File: config.mk
export PLATFORM = sky130hd
export DESIGN_NAME = keypad_scanner_flat
export DESIGN_NICKNAME = d
export VERILOG_FILES = /design/src/rtl/keypad_scanner_if.sv /design/src/rtl/keypad_scanner.sv /design/src/flat_wrapper.sv
export SDC_FILE = /design/constraint.sdc
export NUM_CORES = 1
export LEC_CHECK = 0
export BUFFER_PORTS_ARGS = -buffer_cell sky130_fd_sc_hd__buf_2
export CORE_ASPECT_RATIO = 0.8
export CORE_MARGIN = 2
export CORE_UTILIZATION = 60
export CTS_BUF_LIST = sky130_fd_sc_hd__clkbuf_16
export CTS_CLUSTER_DIAMETER = 150
export DETAILED_ROUTE_END_ITERATION = 6
export GPL_ROUTABILITY_DRIVEN = 0
export PLACE_DENSITY = 0.88
export SLEW_MARGIN = 10
export SYNTH_ARGS = -nofsm -noshare
export SYNTH_HDL_FRONTEND = slang
export SYNTH_SLANG_ARGS = --single-unit
File: constraint.sdc
create_clock -name scan_clk -period 5.5 [get_ports scan_clk]
set_input_delay 1.1 -clock scan_clk [delete_from_list [all_inputs] [get_ports scan_clk]]
set_output_delay 1.1 -clock scan_clk [all_outputs]
set_load 0.01 [all_outputs]
File: src/rtl/keypad_scanner_if.sv
// Keypad pin and event bundle between the matrix scanner (master) and
// whatever observes the keypad (slave).
interface keypad_scanner_if #(
   parameter int unsigned ROWS = 4,
   parameter int unsigned COLS = 4
);
   localparam int unsigned CODE_W = $clog2(ROWS * COLS);

   logic [ROWS-1:0]   row_n;
   logic [COLS-1:0]   col_n;
   logic              keydown;
   logic [CODE_W-1:0] key_code;
   logic              key_valid;
   logic              key_release;
   logic              multi_key;

   modport master (
      input  row_n,
      output col_n, keydown, key_code, key_valid, key_release, multi_key
   );

   modport slave (
      output row_n,
      input  col_n, keydown, key_code, key_valid, key_release, multi_key
   );
endinterface

File: src/rtl/keypad_scanner.sv
// Matrix keypad scanner: column-at-a-time drive, synchronised row sampling,
// whole-frame debounce and press/release/multi-key event reporting.
module keypad_scanner #(
   parameter int unsigned ROWS     = 4,
   parameter int unsigned COLS     = 4,
   parameter int unsigned SETTLE   = 4,
   parameter int unsigned DEBOUNCE = 3
) (
   input  logic              scan_clk,
   input  logic              rst_n,
   keypad_scanner_if.master  kp
);
   localparam int unsigned CODE_W = $clog2(ROWS * COLS);
   localparam int unsigned COL_W  = $clog2(COLS);
   localparam int unsigned SLOT_W = $clog2(SETTLE);
   localparam int unsigned CNT_W  = $clog2(DEBOUNCE + 1);

   localparam logic [COL_W-1:0]  COL_LAST  = COL_W'(COLS - 1);
   localparam logic [SLOT_W-1:0] SLOT_LAST = SLOT_W'(SETTLE - 1);
   localparam logic [CNT_W-1:0]  CNT_MAX   = CNT_W'(DEBOUNCE);

   typedef enum logic [1:0] {
      ST_NONE   = 2'd0,
      ST_SINGLE = 2'd1,
      ST_MULTI  = 2'd2
   } state_t;

   typedef struct packed {
      logic              pressed;
      logic              multi;
      logic [CODE_W-1:0] code;
   } frame_t;

   // Two-flop synchroniser; idle rows read as all released.
   logic [ROWS-1:0] row_s1, row_s2;

   always_ff @(posedge scan_clk or negedge rst_n) begin
      if (!rst_n) begin
         row_s1 <= '1;
         row_s2 <= '1;
      end else begin
         row_s1 <= kp.row_n;
         row_s2 <= row_s1;
      end
   end

   // Column/slot scan; 'running' holds col_n idle for the first cycle after reset.
   logic              running;
   logic [COL_W-1:0]  col_cnt;
   logic [SLOT_W-1:0] slot_cnt;
   logic [COLS-1:0]   col_n_q;
   logic [COL_W-1:0]  col_nxt_c;
   logic              sample_en_c;
   logic              frame_end_c;

   assign sample_en_c = running && (slot_cnt == SLOT_LAST);
   assign frame_end_c = sample_en_c && (col_cnt == COL_LAST);
   assign col_nxt_c   = (col_cnt == COL_LAST) ? '0 : col_cnt + COL_W'(1);

   always_ff @(posedge scan_clk or negedge rst_n) begin
      if (!rst_n) begin
         running  <= 1'b0;
         col_cnt  <= '0;
         slot_cnt <= '0;
         col_n_q  <= '1;
      end else if (!running) begin
         running <= 1'b1;
         col_n_q <= ~(COLS'(1));
      end else if (sample_en_c) begin
         slot_cnt <= '0;
         col_cnt  <= col_nxt_c;
         col_n_q  <= ~(COLS'(1) << col_nxt_c);
      end else begin
         slot_cnt <= slot_cnt + SLOT_W'(1);
      end
   end

   assign kp.col_n = col_n_q;

   // Lowest pressed row in the driven column, plus a second-hit flag.
   logic              col_hit_c;
   logic              col_multi_c;
   logic [CODE_W-1:0] col_code_c;

   always_comb begin
      col_hit_c   = 1'b0;
      col_multi_c = 1'b0;
      col_code_c  = '0;
      for (int r = int'(ROWS) - 1; r >= 0; r--) begin
         if (!row_s2[r]) begin
            col_multi_c = col_multi_c | col_hit_c;
            col_hit_c   = 1'b1;
            col_code_c  = CODE_W'(r * int'(COLS) + int'(col_cnt));
         end
      end
   end

   // Running frame result merged with the current column sample.
   frame_t acc_q;
   frame_t frame_c;

   always_comb begin
      frame_c.pressed = acc_q.pressed | col_hit_c;
      frame_c.multi   = acc_q.multi | col_multi_c | (acc_q.pressed & col_hit_c);
      frame_c.code    = (col_hit_c && (!acc_q.pressed || (col_code_c < acc_q.code)))
                        ? col_code_c : acc_q.code;
   end

   // Debounce: count consecutive identical frame results.
   frame_t           cand_q;
   frame_t           cand_nxt_c;
   logic [CNT_W-1:0] cnt_q;
   logic [CNT_W-1:0] cnt_nxt_c;

   always_comb begin
      cand_nxt_c = cand_q;
      cnt_nxt_c  = cnt_q;
      if (frame_end_c) begin
         if (frame_c == cand_q) begin
            cnt_nxt_c = (cnt_q == CNT_MAX) ? cnt_q : cnt_q + CNT_W'(1);
         end else begin
            cand_nxt_c = frame_c;
            cnt_nxt_c  = CNT_W'(1);
         end
      end
   end

   always_ff @(posedge scan_clk or negedge rst_n) begin
      if (!rst_n) begin
         acc_q  <= '0;
         cand_q <= '0;
         cnt_q  <= '0;
      end else if (sample_en_c) begin
         acc_q <= frame_end_c ? frame_t'('0) : frame_c;
         if (frame_end_c) begin
            cand_q <= cand_nxt_c;
            cnt_q  <= cnt_nxt_c;
         end
      end
   end

   // Accepted-state FSM; its transitions produce the registered events.
   state_t            state_q, state_nxt;
   state_t            cand_kind_c;
   logic [CODE_W-1:0] stable_code_q, stable_code_nxt;
   logic              accept_c;

   logic              keydown_q, keydown_nxt;
   logic [CODE_W-1:0] code_q, code_nxt;
   logic              valid_q, valid_nxt;
   logic              release_q, release_nxt;
   logic              multi_q, multi_nxt;

   always_comb begin
      if (!cand_nxt_c.pressed)   cand_kind_c = ST_NONE;
      else if (cand_nxt_c.multi) cand_kind_c = ST_MULTI;
      else                       cand_kind_c = ST_SINGLE;
   end

   assign accept_c = frame_end_c && (cnt_nxt_c == CNT_MAX) &&
                     ((cand_kind_c != state_q) || (cand_nxt_c.code != stable_code_q));

   always_comb begin
      state_nxt       = state_q;
      stable_code_nxt = stable_code_q;
      keydown_nxt     = keydown_q;
      code_nxt        = code_q;
      multi_nxt       = multi_q;
      valid_nxt       = 1'b0;
      release_nxt     = 1'b0;
      if (accept_c) begin
         state_nxt       = cand_kind_c;
         stable_code_nxt = cand_nxt_c.code;
         case (cand_kind_c)
            ST_NONE: begin
               release_nxt = (state_q != ST_NONE);
               keydown_nxt = 1'b0;
               multi_nxt   = 1'b0;
            end
            ST_MULTI: begin
               keydown_nxt = 1'b1;
               multi_nxt   = 1'b1;
            end
            default: begin
               valid_nxt   = 1'b1;
               code_nxt    = cand_nxt_c.code;
               keydown_nxt = 1'b1;
               multi_nxt   = 1'b0;
            end
         endcase
      end
   end

   always_ff @(posedge scan_clk or negedge rst_n) begin
      if (!rst_n) begin
         state_q       <= ST_NONE;
         stable_code_q <= '0;
         keydown_q     <= 1'b0;
         code_q        <= '0;
         multi_q       <= 1'b0;
         valid_q       <= 1'b0;
         release_q     <= 1'b0;
      end else begin
         state_q       <= state_nxt;
         stable_code_q <= stable_code_nxt;
         keydown_q     <= keydown_nxt;
         code_q        <= code_nxt;
         multi_q       <= multi_nxt;
         valid_q       <= valid_nxt;
         release_q     <= release_nxt;
      end
   end

   assign kp.keydown     = keydown_q;
   assign kp.key_code    = code_q;
   assign kp.key_valid   = valid_q;
   assign kp.key_release = release_q;
   assign kp.multi_key   = multi_q;

endmodule

File: src/flat_wrapper.sv
// flat-port wrapper written by rule: the top's interface ports become plain ports
module keypad_scanner_flat 
#(
   parameter int unsigned ROWS     = 4,
   parameter int unsigned COLS     = 4,
   parameter int unsigned SETTLE   = 4,
   parameter int unsigned DEBOUNCE = 3
)
  (scan_clk, rst_n, kp_row_n, kp_col_n, kp_keydown, kp_key_code, kp_key_valid, kp_key_release, kp_multi_key);
  keypad_scanner_if #(.ROWS(ROWS), .COLS(COLS)) kp_i ();
  input  logic scan_clk;
  input  logic rst_n;
  input wire logic [$bits(kp_i.row_n)-1:0] kp_row_n;
  output wire logic [$bits(kp_i.col_n)-1:0] kp_col_n;
  output wire logic [$bits(kp_i.keydown)-1:0] kp_keydown;
  output wire logic [$bits(kp_i.key_code)-1:0] kp_key_code;
  output wire logic [$bits(kp_i.key_valid)-1:0] kp_key_valid;
  output wire logic [$bits(kp_i.key_release)-1:0] kp_key_release;
  output wire logic [$bits(kp_i.multi_key)-1:0] kp_multi_key;
  assign kp_i.row_n = kp_row_n;
  assign kp_col_n = kp_i.col_n;
  assign kp_keydown = kp_i.keydown;
  assign kp_key_code = kp_i.key_code;
  assign kp_key_valid = kp_i.key_valid;
  assign kp_key_release = kp_i.key_release;
  assign kp_multi_key = kp_i.multi_key;
  keypad_scanner #(.ROWS(ROWS), .COLS(COLS), .SETTLE(SETTLE), .DEBOUNCE(DEBOUNCE)) u_core (.scan_clk(scan_clk), .rst_n(rst_n), .kp(kp_i));
endmodule
# ---- After elaboration in Yosys (flattened, before gate mapping)
# Index checks and enable logic that the tools add are counted.
dict set report word_totals {
  reg_bits 45
  in_bits 6
  output_inout_bits 12
}
dict set report classes {
  bitwise_logic 8
  reduce_logical 14
  n_shift 1
  eq_ne 9
  mux 30
  n_lt_le_gt_ge 1
  add_sub_neg 6
}
# operator count
set ops {}
lappend ops {{2-to-1 mux 4 bit} 7}
lappend ops {{2-to-1 mux 6 bit} 3}
lappend ops {{2-to-1 mux 2 bit} 7}
lappend ops {{2-to-1 mux 1 bit} 13}
lappend ops {{== test 2 bit, second input constant} 5}
lappend ops {{adder 4 x 2 -> 4 bit, first input constant} 2}
lappend ops {{adder 2 x 1 -> 2 bit, second input constant} 3}
lappend ops {{== test 6 bit} 1}
lappend ops {{AND reduction 2 bit} 3}
lappend ops {{logical AND 1 bit} 5}
lappend ops {{bitwise OR 1 bit} 5}
lappend ops {{adder 3 x 2 -> 4 bit, first input constant} 1}
lappend ops {{less-than comparator 4 bit} 1}
lappend ops {{!= test 4 bit} 1}
lappend ops {{inverter 4 bit} 1}
lappend ops {{<< shifter 1 x 2 -> 4 bit, first input constant} 1}
lappend ops {{zero test 2 bit} 1}
lappend ops {{logical OR 1 bit} 2}
lappend ops {{!= test 2 bit} 1}
lappend ops {{!= test 2 bit, second input constant} 1}
lappend ops {{nonzero test 2 bit} 1}
lappend ops {{OR reduction 2 bit} 1}
lappend ops {{AND 1 bit} 1}
lappend ops {{zero test 1 bit} 1}
lappend ops {{inverter 1 bit} 1}

# ---- Logic depth before layout (Yosys ltp)
# Gate-level depths: netlist of the first run.
dict set report depth {
  word_depth 18
  ltp_mapped 12
  mapped_depth_nobuf 12
}

# ---- Least setup slack after synthesis of the first run
# No wires, ideal clock.
dict set report synth_path {
  kind {register -> register}
  startpoint {register u_core.row_s2[1]}
  endpoint {register u_core.keydown_q (netlist: u_core.kp.keydown)}
  path_slack_ns 1.871
  stages_incl_launch_ff 12
  t_required_ns 5.375
  setup_ns 0.125
  arrival_time_ns 3.504
  path_buffers 0
  synth_period_minus_slack_ns 3.629
  path_cell_list {dfstp_2 > and4_1 > nor2_1 > ha_1 > o211ai_1 > or2_1 > a311o_1 > xnor2_1 > or4_4 > or3_4 > o21bai_4 > mux2_4}
}
dict set report synth_via {
  elab_chain_cells 14
  elab_cells_between_ends 30
  classes_between {1 x order compare; 4 x eq/ne; 14 x mux; 5 x bitwise; 6 x reduce/logical}
}
# item line
set synth_lines {}
lappend synth_lines {{start: declaration} keypad_scanner.sv:35} ;# logic [ROWS-1:0] row_s1, row_s2;
lappend synth_lines {{start signal: assignment} keypad_scanner.sv:43} ;# row_s2 <= row_s1;
lappend synth_lines {{2-to-1 mux 4 bit (2 in a row)} keypad_scanner.sv:90} ;# if (!row_s2[r]) begin
lappend synth_lines {{less-than comparator 4 bit} keypad_scanner.sv:105} ;# frame_c.code = (col_hit_c && (!acc_q.pressed || (col_code_c < acc_q.code)))
lappend synth_lines {{logical OR 1 bit} keypad_scanner.sv:105}
lappend synth_lines {{logical AND 1 bit} keypad_scanner.sv:105}
lappend synth_lines {{2-to-1 mux 4 bit} keypad_scanner.sv:106} ;# ? col_code_c : acc_q.code;
lappend synth_lines {{== test 6 bit} keypad_scanner.sv:119} ;# if (frame_c == cand_q) begin
lappend synth_lines {{2-to-1 mux 6 bit} keypad_scanner.sv:119}
lappend synth_lines {{2-to-1 mux 6 bit} keypad_scanner.sv:118} ;# if (frame_end_c) begin
lappend synth_lines {{2-to-1 mux 2 bit} keypad_scanner.sv:156} ;# else if (cand_nxt_c.multi) cand_kind_c = ST_MULTI;
lappend synth_lines {{2-to-1 mux 2 bit} keypad_scanner.sv:155} ;# if (!cand_nxt_c.pressed) cand_kind_c = ST_NONE;
lappend synth_lines {{!= test 2 bit} keypad_scanner.sv:161} ;# ((cand_kind_c != state_q) || (cand_nxt_c.code != stable_code_q));
lappend synth_lines {{logical OR 1 bit} keypad_scanner.sv:161}
lappend synth_lines {{logical AND 1 bit} keypad_scanner.sv:160} ;# assign accept_c = frame_end_c && (cnt_nxt_c == CNT_MAX) &&
lappend synth_lines {{end signal: assignment} keypad_scanner.sv:206} ;# keydown_q <= keydown_nxt;
lappend synth_lines {{end: declaration} keypad_scanner.sv:148} ;# logic keydown_q, keydown_nxt;
# Parallel ways exist; a longest one is shown, timed or not.
# A chain may end at the register's enable or synchronous reset.

# ---- Worst setup path in the final report of the first run
dict set report layout_path {
  startpoint {register u_core.row_s2[1]}
  endpoint {register u_core.stable_code_q[2]}
}
dict set report layout_via {
  elab_chain_cells 14
  elab_cells_between_ends 28
  classes_between {1 x order compare; 4 x eq/ne; 13 x mux; 5 x bitwise; 5 x reduce/logical}
}
# item line
set layout_lines {}
lappend layout_lines {{2-to-1 mux 4 bit (2 in a row)} keypad_scanner.sv:90}
lappend layout_lines {{less-than comparator 4 bit} keypad_scanner.sv:105}
lappend layout_lines {{logical OR 1 bit} keypad_scanner.sv:105}
lappend layout_lines {{logical AND 1 bit} keypad_scanner.sv:105}
lappend layout_lines {{2-to-1 mux 4 bit} keypad_scanner.sv:106}
lappend layout_lines {{== test 6 bit} keypad_scanner.sv:119}
lappend layout_lines {{2-to-1 mux 6 bit} keypad_scanner.sv:119}
lappend layout_lines {{2-to-1 mux 6 bit} keypad_scanner.sv:118}
lappend layout_lines {{2-to-1 mux 2 bit} keypad_scanner.sv:156}
lappend layout_lines {{2-to-1 mux 2 bit} keypad_scanner.sv:155}
lappend layout_lines {{!= test 2 bit} keypad_scanner.sv:161}
lappend layout_lines {{logical OR 1 bit} keypad_scanner.sv:161}
lappend layout_lines {{logical AND 1 bit} keypad_scanner.sv:160}
lappend layout_lines {{end signal: assignment} keypad_scanner.sv:205} ;# stable_code_q <= stable_code_nxt;
lappend layout_lines {{end: declaration} keypad_scanner.sv:145} ;# logic [CODE_W-1:0] stable_code_q, stable_code_nxt;
# Parallel ways exist; a longest one is shown, timed or not.

==> flow_results.org, run 1 <==
** Clocking
- The H-tree was split into 2 levels.
- TritonCTS built the clock tree.
- Hold repair after CTS inserted 0 buffers.
- Insertion delay to the later sink of the worst-skew pair :: 290 ps
- Buffer count from post-CTS setup fixing :: 0
- Maximum clock insertion buffer count :: 2
- Count of cells resized by post-cts repair :: 0
- The clock drives 44 sinks.
- Number of buffers created by CTS :: 5
- Root cell of the clock tree :: sky130_fd_sc_hd__clkbuf_16
- After clock tree synthesis, the clock-pin slew on the worst setup and hold paths is 60 ps.

** Synthesis
- Mux share of post-synthesis cell area :: 0.0681
- Distinct cell type count after synthesis :: 53
- Syn nets :: 240
- Main combinational cell family by area after synthesis :: compound AO/OA/AOI/OAI gates
- Sequential fraction of the synthesis area :: 0.478
- Async SR Flop Fraction :: 1.00
- Sorting the synthesized cells by area gives the leading types as sky130_fd_sc_hd__dfrtp_1 (34%), sky130_fd_sc_hd__dfstp_2 (14%), sky130_fd_sc_hd__nand2_1 (4.7%).
- Of the post-synthesis cell area, the dominant cell type holds 0.343.
- Of the total synthesized cell area, the portion taken by XOR and XNOR cells is 0.0375.
- Register bit count reported by yosys :: 44
- Simple-gate share of the synthesized area :: 0.162
- Arithmetic-cell share of the synthesized area counting full adders, half adders and majority gates :: 0.0429
- Area of the mapped netlist :: 2330 um2
- Synthesis handed over a netlist of 226 instances.
- Library cell with the largest summed area after synthesis :: sky130_fd_sc_hd__dfrtp_1
- The post-synthesis compound-gate area fraction was 0.183.
- The synthesized design contains 0 enable-type register cells.
- Synthesized area divided by synthesized cell count :: 10.3 um2
- The Yosys step of the flow raised 0 warnings.
- Main flop type after synthesis :: sky130_fd_sc_hd__dfrtp_1

** Setup path
- Endpoint of the lowest-slack register-to-register path :: u_core.stable_code_q[2]
- The slowest stage of the critical path belongs to the cell sky130_fd_sc_hd__dfstp_2.
- For this run, the slowest stage of the critical path takes 580 ps.
- The critical path goes through and4_1, nor2_1, ha_1, o211ai_1, o21ai_0, a21o_1, a32oi_4, xnor2_1, or4_4, or3_4, o21bai_4, mux2_4.
- Critical Path Start Type :: flip-flop
- The startpoint identified for the worst register-to-register timing path is u_core.row_s2[1].
- Data arrival, critical path :: 4120 ps
- By startpoint and endpoint, the worst setup path is classified as flip-flop to flip-flop.
- Of all nets on the critical path, the largest fanout is 7.
- Worst reg2reg path depth :: 12
- Capturing element type of the critical path :: flip-flop
- STA puts the critical path data required time at 5670 ps.
- The worst register-to-register path has a setup slack of 1550 ps.

** GRT
- Maximum number of pins on one net before global-route repair :: 45
- Total global-route track usage :: 0.229
- Antenna violations before repair :: 0
- Global routing finished with a remaining overflow of 0.
- The first global-routing pass estimated 7440 um of wire.
- The via count of the first global-routing pass came to 1566.

** STA
- Measured against its own limit, the worst slew margin works out to 0.395.
- Dividing the final minimum period by the clock period gives 0.718.
- Setup violations remaining at the end of the flow were counted as 0.
- Maximum achievable frequency :: 253 MHz
- The total count of max-transition violations in the final report is 0.
- Setup repair after global routing left no endpoint under its margin.
- Slew @ Worst Pin :: 907 ps
- For the final database, setup skew stands at 7.50 ps.
- Post-route setup TNS :: 0 ps
- The number of hold violations in the final report was 0.
- The routed design could run at a clock period as short as 3950 ps.

** Routing
- Detailed-route DRC error count :: 0
- Vias after detailed routing :: 1751
- Met3 wire length :: 265 um
- In this run the remaining antenna-violating nets after routing total 0.
- For this block, the initial DRC count from the detailed router was 126.
- Number of search-and-repair iterations in the first detailed-routing pass :: 5
- Detail-routed via count per cell :: 6.06
- Dividing the detail-routed wire length by the instance count gives 15.3 um.
- Highest Signal Layer :: met4
- Met2 WL :: 1920 um
- After detailed routing, the total wire length is 4430 um.
- Metal-1 WL :: 2150 um

** Final layout
- From synthesis to final layout, the design area changed by 11.0%.
- In the final design database the tool counted 258 nets.
- The library cell used most frequently in the layout, excluding fill and tap cells, is sky130_fd_sc_hd__dfrtp_1.
- Share of final-layout standard cells stronger than drive strength 1 :: 0.200
- After routing the design area is 2590 um2.
- Most frequent cells in the layout :: sky130_fd_sc_hd__dfrtp_1 (32), sky130_fd_sc_hd__nand2_1 (29), sky130_fd_sc_hd__o21ai_0 (20)
- The repair_antennas step left the layout with diodes totalling 0.
- The finished layout holds 289 standard cells, fillers aside.

** Job
- Max-Cap Viols :: 0

** Floorplan
- Measured along the x axis, the die boundary spans 73.7 um.
- Total Die Area :: 4410 um2
- In this run the vertical extent of the chip is 59.8 um.
- Placeable core area :: 3750 um2
- Number of top-level design ports :: 18
- The initial utilization of the core area, before any placement, comes to 0.622.
- Standard-cell rows :: 20

** Place
- After detailed placement, the total cell area comes to 2450 um2.
- # port buffers :: 17
- Placed wire-length estimate :: 3230 um
- In this run, placement finished with an instance count of 281.

** Power and ir drop
- For this design the ratio of total power to cell area is 468 nW/um2.
- Sum of internal, switching and leakage power :: 1210 uW
- Leakage power :: 0.00120 uW
- VDD sags by at most 0.368 mV.

** Hold path
- In this run the worst hold path is classified as flip-flop to flip-flop.
- Origin of the worst min-delay path :: u_core.row_s1[2]
- Number of cells on the worst hold path :: 0
- The path with the worst hold slack has its endpoint at u_core.row_s2[2].

** Outcome
- Result of the run :: complete, no violations
power breakdown:
part           total [uW]  internal, uW  switching, uW
clock network         277           165            113
logic                 467           189            278
registers             468           395           73.2
total                1210           748            464
metrics by stage:
step	hold WS (ps)	setup slack (ps)	util
2_1_floorplan	345	1870	-
3_3_place_gp	346	1690	0.653
3_5_place_dp	347	1620	0.653
4_1_cts	355	1590	0.690
5_1_grt	358	1400	0.690
6_report	354	1550	0.690
cell usage after synthesis (4+ instances only):
master	n
sky130_fd_sc_hd__mux2_4	4
sky130_fd_sc_hd__nor2_1	11
sky130_fd_sc_hd__nand2b_1	5
sky130_fd_sc_hd__a21o_1	6
sky130_fd_sc_hd__a31oi_1	4
sky130_fd_sc_hd__a21oi_1	7
sky130_fd_sc_hd__xnor2_1	7
sky130_fd_sc_hd__dfstp_2	12
sky130_fd_sc_hd__nand2_1	29
sky130_fd_sc_hd__clkbuf_1	5
sky130_fd_sc_hd__nor3_1	6
sky130_fd_sc_hd__nand4_1	4
sky130_fd_sc_hd__ha_1	8
sky130_fd_sc_hd__dfrtp_1	32
sky130_fd_sc_hd__inv_1	10
sky130_fd_sc_hd__mux2_1	5
sky130_fd_sc_hd__o21ai_0	20
state kept, by name (all words and copies together) (netlist names), 2 cells and up:
name,cells
u_core.col_cnt,2
u_core.cnt_q,2
u_core.acc_q,6
u_core.slot_cnt,2
u_core.stable_code_q,4
u_core.cand_q,6
u_core.row_s1,4
u_core.kp.col_n,4
u_core.kp.key_code,4
u_core.row_s2,4
cell type report:
class | instances | area (um2)
Fill cell | 259 | 1160
Multi-Input combinational cell | 166 | 1160
Tap cell | 44 | 55.1
Inverter | 10 | 37.5
Clock inverter | 3 | 15.0
Sequential cell | 44 | 1120
Clock buffer | 5 | 125
Timing Repair Buffer | 17 | 85.1
per-layer routing:
metal  vias to the layer above  GRT usage
met3                        11     0.0489
met4                         0     0.0961
met1                       828      0.336
met2                        63      0.329
li1                        849          -
met5                         -          0
cells by family (layout without fill, tap and decap cells):
logic type      Yosys count  after routing
compound gates           60             60
buf+inv                  16             35
fa+ha+maj                 8              8
simple gates             74             74
mux                      13             13
flops                    44             44
xor+xnor                 10             10
other cells               1              1
worst max path at each step:
stage / from / endpoint / slack [ps] / cells after the start
2_1_floorplan: u_core.row_s2[1] / u_core.kp.keydown / 1870 / 11
3_3_place_gp: u_core.row_s2[1] / u_core.stable_code_q[2] / 1690 / 11
3_5_place_dp: u_core.row_s2[0] / u_core.kp.keydown / 1620 / 12
4_1_cts: u_core.row_s2[0] / u_core.stable_code_q[2] / 1590 / 11
5_1_grt: u_core.row_s2[1] / u_core.kp.key_code[2] / 1400 / 12
6_report: u_core.row_s2[1] / u_core.stable_code_q[2] / 1550 / 12
worst max-delay path, delay by kind of cell, from the launching register on:
kind / cells / cell delay (ps)
multiplexers: 1 / 320
AO/OA/AOI/OAI: 5 / 1180
AND/OR/NAND/NOR: 4 / 1320
XOR/XNOR: 1 / 170
adder cells (fa/ha/maj): 1 / 260
flip-flops: 1 / 580
(Power assumes the default switching activity.)
==> run 2: changes to the inputs <==
ABC_AREA = 1   (was default)
CORE_UTILIZATION = 59   (was 60)
PLACE_DENSITY = 0.87   (was 0.88)
clock period = 3.9 ns   (was 5.5 ns; I/O delays follow)
==> run 2 against run 1 <==
Net effect: design area is 4.2% lower; sequential cell count stayed put; die area is 3.5% lower; count of clock-buffer cells in the layout is 1 higher; critical endpoint is now u_core.stable_code_q[0]; largest power group unchanged; highest routed layer unchanged.
==> flow_results.org, run 2 <==
** Outcome
- The flow ran to the end, and the final reports show no timing, DRC or antenna violations.

** Final layout
- Largest registers :: u_core.acc_q (6), u_core.cand_q (6)
- Growth of design area from synthesis to finish :: 12.3%
- The top cell types in the final layout, fill and taps aside, are sky130_fd_sc_hd__nand2_1 (75), sky130_fd_sc_hd__dfrtp_1 (32), sky130_fd_sc_hd__inv_1 (27).
- Total inserted antenna cells :: 0 (unchanged)
- The final design instance area without fill was 2480 um2 (-4.2%).
- The library cell used most frequently in the layout, excluding fill and tap cells, is sky130_fd_sc_hd__nand2_1.
- The proportion of layout cells with a drive suffix above 1 came to 0.235 (+0.0347).
- The final net count was 290 (+12%).

** Synthesis
- Yosys warning count :: 0 (unchanged)
- By area the synthesized netlist is led by sky130_fd_sc_hd__dfrtp_1 (36%), sky130_fd_sc_hd__dfstp_2 (14%), sky130_fd_sc_hd__nand2_1 (13%).
- The number of enable flip-flop cells after synthesis came to 0 (unchanged).
- The commonest cells after synthesis are sky130_fd_sc_hd__nand2_1 (75), sky130_fd_sc_hd__dfrtp_1 (32), sky130_fd_sc_hd__inv_1 (27).
- In the synthesized netlist the dominant register cell turns out to be sky130_fd_sc_hd__dfrtp_1.
- Share of the synthesized area in the top cell type :: 0.362 (+0.0192)
- Sequential fraction of the synthesis area :: 0.505 (+0.0268)
- The largest total area in the synthesized netlist belongs to sky130_fd_sc_hd__dfrtp_1.
- The post-synthesis sequential element count is 44 (unchanged).
- The gate count after technology mapping came to 255 (+13%).
- The post-synthesis instance area is 2210 um2 (-5.3%).
- Syn nets :: 269 (+12%)
- Distinct cell type count after synthesis :: 29 (-45%)
- The post-synthesis async set-or-reset flop share is 1.00 (unchanged).
- Synthesized area divided by synthesized cell count :: 8.67 um2 (-16%)
- Among all cell types in the netlist, the one instantiated most often is sky130_fd_sc_hd__nand2_1.

** Routing
- The number of optimization iterations in the first detailed-route pass came to 4 (-1).
- Detail Route Antenna Nets :: 0 (unchanged)
- Detailed-route DRC error count :: 0 (unchanged)
- The number of violations reported at the end of detailed-routing iteration 0 is 130 (+3.2%).
- Wire length after detailed routing :: 4180 um (-5.6%)
- The via count was 1694 (-3.3%).
- The detail-routed via count per cell came to 5.31 (-12%).
- The routed length per instance is 13.1 um (-15%).

** GRT
- Wire length of the first global-routing pass :: 7220 um (-3.0%)
- The via count of the first global-routing pass was 1557 (-0.57%).
- Total global-route track usage :: 0.228 (-0.000510)
- Maximum number of pins on one net before global-route repair :: 45 (unchanged)
- The sum of overflow across all layers after global routing is 0 (unchanged).
- Antenna violations before repair :: 0 (unchanged)

** Clocking
- Insertion delay to the later sink of the worst-skew pair :: 290 ps (about the same)
- The number of clock sinks was 44 (unchanged).
- Buffer count from post-CTS setup fixing :: 0 (unchanged)
- Clock-pin slew of the registers on the worst-case setup and hold paths :: 60 ps (about the same)
- Maximum clock insertion buffer count :: 2 (unchanged)
- Htree depth :: 2 (unchanged)
- TritonCTS built the clock tree.
- Number of buffers created by CTS :: 5 (unchanged)
- The post-cts gate resize count came to 0 (unchanged).
- In this run the clock root is driven by a sky130_fd_sc_hd__clkbuf_16.
- Total of hold buffers inserted after clock tree synthesis :: 0 (unchanged)

** STA
- The largest clock skew in the final design is 2.84 ps (-4.65 ps).
- The number of hold violations in the final report was 0 (unchanged).
- The final total negative setup slack came to 0 ps (unchanged).
- The final clock period utilization by the worst path is 0.735 (+0.0166).
- Time the final worst path needs with I/O delays and setup :: 2870 ps (-1080 ps)
- RSZ-0062 raised after global routing :: no
- The highest attainable clock frequency was 349 MHz (+38%).
- Max-Slew Margin vs Limit :: 0.390 (-0.00554)
- Slew @ Worst Pin :: 916 ps (+8.31 ps)
- The total setup violations reported at the end of the flow was 0 (unchanged).
- Slew Limit Fails :: 0 (unchanged)

** Floorplan
- The count of boundary I/O pins is 18 (unchanged).
- The vertical die dimension came to 58.7 um (-1.7%).
- Placeable core area :: 3520 um2 (-6.3%)
- The floorplan die width came to 72.4 um (-1.8%).
- The number of standard-cell rows in the floorplan was 19 (-5.0%).
- The full die area is 4250 um2 (-3.5%).
- Starting Density :: 0.628 (+0.00636)

** Setup path
- Max Fanout on Critical Path :: 13 (+6)
- The required time of the critical path is 4120 ps (-1550 ps).
- STA classifies the critical path startpoint as a flip-flop.
- Data arrival, critical path :: 3080 ps (-1040 ps)
- Critical Setup Path Class :: flip-flop to flip-flop
- Capturing element type of the critical path :: flip-flop

** Place
- Post-DP Area :: 2320 um2 (-5.2%)
- The number of buffer cells added on primary ports is 17 (unchanged).
- The half-perimeter wire length after placement was 2990 um (-7.6%).

** Power and ir drop
- The maximum resistive drop on vdd came to 0.427 mV (+16%).
- Total power divided by cell area :: 671 nW/um2 (+43%)
- The leakage power summed over all cells came to 0.00132 uW (+9.8%).
- The sum of internal, switching and leakage power came to 1660 uW (+37%).

** Hold path
- Class of the tightest hold or removal check :: flip-flop to flip-flop

** Job
- Max-Cap Viols :: 0 (unchanged)
[run 2: logic make-up (layout without fill, tap and decap cells)]
logic type,after synthesis,in the layout,share of synthesized area
other cells,1,1,0.00170
xor+xnor,2,2,0.00793
buf+inv,37,59,0.0685
compound gates,27,27,0.0776
simple gates,136,136,0.294
flops,44,44,0.505
fa+ha+maj,8,8,0.0453
[run 2: stage by stage]
step                       util  hold WS [ps]  instances  setup WS [ps]
after floorplan               -           345        255           1340
after global routing      0.705           363        319            780
after detailed placement  0.660           347        311           1080
after global placement    0.660           346        311           1210
final                     0.705           356        319           1030
after CTS                 0.705           356        319           1050
[run 2: final timing paths]
check / startpoint / to / slack [ps] / cells past startpoint
min: u_core.row_s1[1] / u_core.row_s2[1] / 360 / 0
max in group asynchronous: rst_n / u_core.kp.key_code[3] / 2700 / 1
min reg2reg: u_core.row_s1[1] / u_core.row_s2[1] / 360 / 0
min in group asynchronous: rst_n / u_core.slot_cnt[0] / 630 / 1
max: u_core.row_s2[3] / u_core.stable_code_q[0] / 1030 / 21
max reg2reg: u_core.row_s2[3] / u_core.stable_code_q[0] / 1030 / 21
[run 2: area by class of cell]
| cell class | instances | area [um2] |
|---|---|---|
| Tap cell | 42 | 52.6 |
| Fill cell | 284 | 1040 |
| Clock inverter | 2 | 7.51 |
| Multi-Input combinational cell | 174 | 942 |
| Sequential cell | 44 | 1120 |
| Timing Repair Buffer | 17 | 85.1 |
| Clock buffer | 6 | 150 |
| Inverter | 34 | 128 |
[run 2: critical path, stage by stage (launching register included)]
cell                       delay, ps
sky130_fd_sc_hd__dfstp_2         550
sky130_fd_sc_hd__nand2_1          70
sky130_fd_sc_hd__inv_2            80
sky130_fd_sc_hd__nor2_1           60
sky130_fd_sc_hd__nand2_1          80
sky130_fd_sc_hd__clkinv_1         90
sky130_fd_sc_hd__ha_1            300
sky130_fd_sc_hd__a21oi_1         130
sky130_fd_sc_hd__nand2_1          70
sky130_fd_sc_hd__nand2_2         140
sky130_fd_sc_hd__nand2_2         140
sky130_fd_sc_hd__nand2_2          90
sky130_fd_sc_hd__nand2_1          80
sky130_fd_sc_hd__nand2_1          70
sky130_fd_sc_hd__nand2_1         110
sky130_fd_sc_hd__inv_2            90
sky130_fd_sc_hd__nand2_1          50
sky130_fd_sc_hd__nand2_1         110
sky130_fd_sc_hd__nand3_4         130
sky130_fd_sc_hd__nand2_4         190
sky130_fd_sc_hd__nand2_1         100
sky130_fd_sc_hd__o21ai_2          60
[run 2: layer usage]
| layer | global-route usage | part of all wire |
|---|---|---|
| met1 | 0.325 | 0.50 |
| met5 | 0 | 0 |
| met3 | 0.0719 | 0.055 |
| met4 | 0.0635 | 0.013 |
| met2 | 0.341 | 0.43 |
[run 2: power by group]
part	switching (uW)	total (uW)	internal, uW
combinational	402	603	201
clock	164	435	271
sequential	68.4	626	558
total	634	1660	1030
==> run 3: changes to the inputs <==
ABC_AREA = 0   (was 1)
CORE_UTILIZATION = 53   (was 59)
PLACE_DENSITY = 0.83   (was 0.87)
clock period = 2.6 ns   (was 3.9 ns; I/O delays follow)
==> run 3 against run 2 <==
Net effect: cell count up 14%; the flow now finishes with violations (setup timing); largest power group is now combinational logic; setup slack worse by 2100 ps; fmax down 23%; highest routed layer unchanged.
==> flow_results.org, run 3 (synthesis results as in run 1) <==
** Outcome
- The run finished, with violations left.
- The checks that failed: setup timing.

** Final layout
- Most common library cell in the layout ignoring fill and taps :: sky130_fd_sc_hd__buf_4
- The post-layout utilization of the core was 0.771 (+0.0656).
- The number of fill cells in the layout was 254 (-11%).
- Net total in the final layout :: 320 (+10%)
- The proportion of layout cells with a drive suffix above 1 came to 0.456 (+0.221).
- Most frequent cells in the layout :: sky130_fd_sc_hd__buf_4 (57), sky130_fd_sc_hd__dfrtp_1 (32), sky130_fd_sc_hd__nand2_1 (28)
- From synthesis to final layout, the design area changed by 38.9%.
- Final design area excluding fillers :: 3240 um2 (+31%)
- Total inserted antenna cells :: 0 (unchanged)
- Largest registers :: u_core.acc_q (6), u_core.cand_q (6)

** Hold path
- In this run the most critical hold path is launched from kp_row_n[0].
- For hold timing, the worst endpoint is u_core.row_s1[0].
- In this run the worst hold path is classified as input port to flip-flop.
- The number of cells on the worst hold path was 1 (+1).

** Setup path
- The data arrival time at the worst-slack endpoint came to 3870 ps (+790 ps).
- Worst reg2reg path depth :: 12 (-43%)
- Buffers and inverters on the worst path :: 1 (-2)
- The delay of the slowest cell on the worst path was 550 ps (about the same).
- The worst setup slack for register-to-register paths was -1100 ps (-2140 ps).
- Cell breakdown of the critical path :: and4_4, nor2_4, ha_4, o211ai_1, nor3_1, a311o_1, xnor2_2, buf_4, or4_1, nand4_1, o2111a_2, mux2_4
- Endpoint of the lowest-slack register-to-register path :: u_core.kp.key_code[3]
- Critical Setup Path Class :: flip-flop to flip-flop
- Among cell families on the critical path, the largest total delay comes from compound AO/OA/AOI/OAI gates.
- The slowest stage of the critical path is the sky130_fd_sc_hd__dfstp_2 cell.
- Max Fanout on Critical Path :: 6 (-7)
- Critical path data required time :: 2770 ps (-1350 ps)
- Capturing element type of the critical path :: flip-flop
- The worst setup path is launched from a flip-flop.
- The worst register-to-register path begins at u_core.row_s2[2].

** Power and ir drop
- The maximum resistive drop on vdd came to 0.986 mV (+130%).
- The power density of the placed cells was 1060 nW/um2 (+58%).
- The leakage power summed over all cells is 0.00154 uW (+16%).

** STA
- The total setup violations reported at the end of the flow came to 15 (+15).
- Slew Limit Fails :: 0 (unchanged)
- The headroom to the max-slew limit is 0.391 (+0.00120).
- Number of failing hold endpoints at the final stage :: 0 (unchanged)
- The final clock period utilization by the worst path is 1.42 (+0.689).
- Worst clock skew on the final layout :: 4.08 ps (+1.24 ps)
- WHS :: 333 ps (-22.9 ps)
- Setup slack after layout :: -1100 ps (-2140 ps)
- Time the final worst path needs with I/O delays and setup :: 3700 ps (+838 ps)
- The highest attainable clock frequency came to 270 MHz (-23%).
- RSZ-0062 raised after global routing :: yes
- The actual slew at the worst max-slew pin is 914 ps (-1.81 ps).

** Place
- The half-perimeter wire length after placement is 3870 um (+30%).
- The total placed instance area is 2840 um2 (+22%).
- The number of buffer cells added on primary ports was 17 (unchanged).

** Routing
- The number of remaining DRC errors is 0 (unchanged).
- Detail-routed via count per cell :: 5.86 (+10%)
- The number of optimization iterations in the first detailed-route pass is 5 (+1).
- The number of violations reported at the end of detailed-routing iteration 0 came to 183 (+41%).
- Vias after detailed routing :: 2132 (+26%)
- Wire length after detailed routing :: 6440 um (+54%)
- The number of antenna-violating nets in the routed design came to 0 (unchanged).
- The routed length per instance is 17.7 um (+35%).

** GRT
- Total global-route track usage :: 0.255 (+0.0272)
- The via count of the first global-routing pass was 2005 (+29%).
- Antenna violations before repair :: 0 (unchanged)
- The sum of overflow across all layers after global routing came to 0 (unchanged).
- The pin count of the biggest net entering global routing is 45 (unchanged).
- Wire length of the first global-routing pass :: 9660 um (+34%)

** Clocking
- The count of hold-fix buffers inserted at cts was 0 (unchanged).
- CTS tree :: yes
- The maximum buffer depth of the clock tree came to 2 (unchanged).
- Clock-pin slew of the registers on the worst-case setup and hold paths :: 60 ps (about the same)
- Number of buffers created by CTS :: 5 (unchanged)
- The insertion delay to the later sink of the worst-skew pair was 290 ps (about the same).
- CTS placed an instance of sky130_fd_sc_hd__clkbuf_16 at the clock tree root.
- The number of clock sinks was 44 (unchanged).
- Htree depth :: 2 (unchanged)

** Job
- Max-Cap Viols :: 0 (unchanged)

** Floorplan
- Chip Width :: 78.2 um (+8.0%)
- Placeable core area :: 4200 um2 (+19%)
- The full die area was 4950 um2 (+16%).
- The effective utilization at floorplan is 0.555 (-0.0730).
- Number of top-level design ports :: 18 (unchanged)
- The vertical die dimension is 63.4 um (+7.9%).
- Standard-cell rows :: 21 (+2)
==> run 3: changes by cell type in the layout (fill, tap and decap cells not counted), moves of 6 or more <==
cell,previous run,this run
sky130_fd_sc_hd__a21o_1,0,6
sky130_fd_sc_hd__nand2_1,75,28
sky130_fd_sc_hd__nor2_1,16,8
sky130_fd_sc_hd__mux2_4,0,8
sky130_fd_sc_hd__o21ai_0,6,16
sky130_fd_sc_hd__nand2_2,10,0
sky130_fd_sc_hd__inv_1,27,10
sky130_fd_sc_hd__nand3_1,20,1
sky130_fd_sc_hd__buf_4,0,57
==> run 3: worst max-delay path by stage <==
stage / startpoint / to / slack [ps] / depth (start not counted)
2_1_floorplan: u_core.row_s2[1] / u_core.kp.keydown / -990 / 11
3_3_place_gp: u_core.row_s2[0] / u_core.kp.keydown / -970 / 12
3_5_place_dp: u_core.row_s2[0] / u_core.stable_code_q[0] / -1060 / 12
4_1_cts: u_core.row_s2[0] / u_core.stable_code_q[1] / -1050 / 11
5_1_grt: u_core.row_s2[2] / u_core.stable_code_q[1] / -1210 / 13
6_report: u_core.row_s2[2] / u_core.kp.key_code[3] / -1100 / 12
==> run 3: what timing repair did <==
item / 4_1_cts / 5_1_grt
gates resized for setup: 18 / 19
pin swaps: 11 / 23
endpoints found under the setup margin: 16 / 19
buffers inserted: 7 / 11
==> run 3: where the power goes <==
group          switching (uW)  internal [uW]  total [uW]
sequential                135            834         970
clock                     247            349         595
combinational             925            939        1860
total                    1310           2120        3430
==> run 3: cell type report <==
| cell class | instances | area [um2] | share of cell area |
|---|---|---|---|
| multi-input cells | 166 | 1310 | 0.403 |
| flip-flops and latches | 44 | 1120 | 0.344 |
| repair buffers | 79 | 569 | 0.176 |
| clock buffers | 5 | 125 | 0.0386 |
| well taps | 57 | 71.3 | 0.0220 |
| inverters | 10 | 37.5 | 0.0116 |
| clock inverters | 3 | 13.8 | 0.00425 |
==> run 3: per-layer routing <==
metal,wire length (um),GRT usage,up-vias
met1,2690,0.347,1027
met3,539,0.0630,22
met2,3080,0.400,106
met5,0,0,-
met4,132,0.0943,0
li1,-,-,977
==> run 3: metrics by stage <==
stage | total power (uW) | setup TNS (ps) | cells | worst slack (ps)
2_1_floorplan | 1750 | -11320 | 226 | -991
3_3_place_gp | 2320 | -12200 | 342 | -971
3_5_place_dp | 2390 | -13350 | 342 | -1060
4_1_cts | 3130 | -13650 | 356 | -1050
5_1_grt | 3620 | -16010 | 364 | -1210
6_report | 3430 | -14470 | 364 | -1100
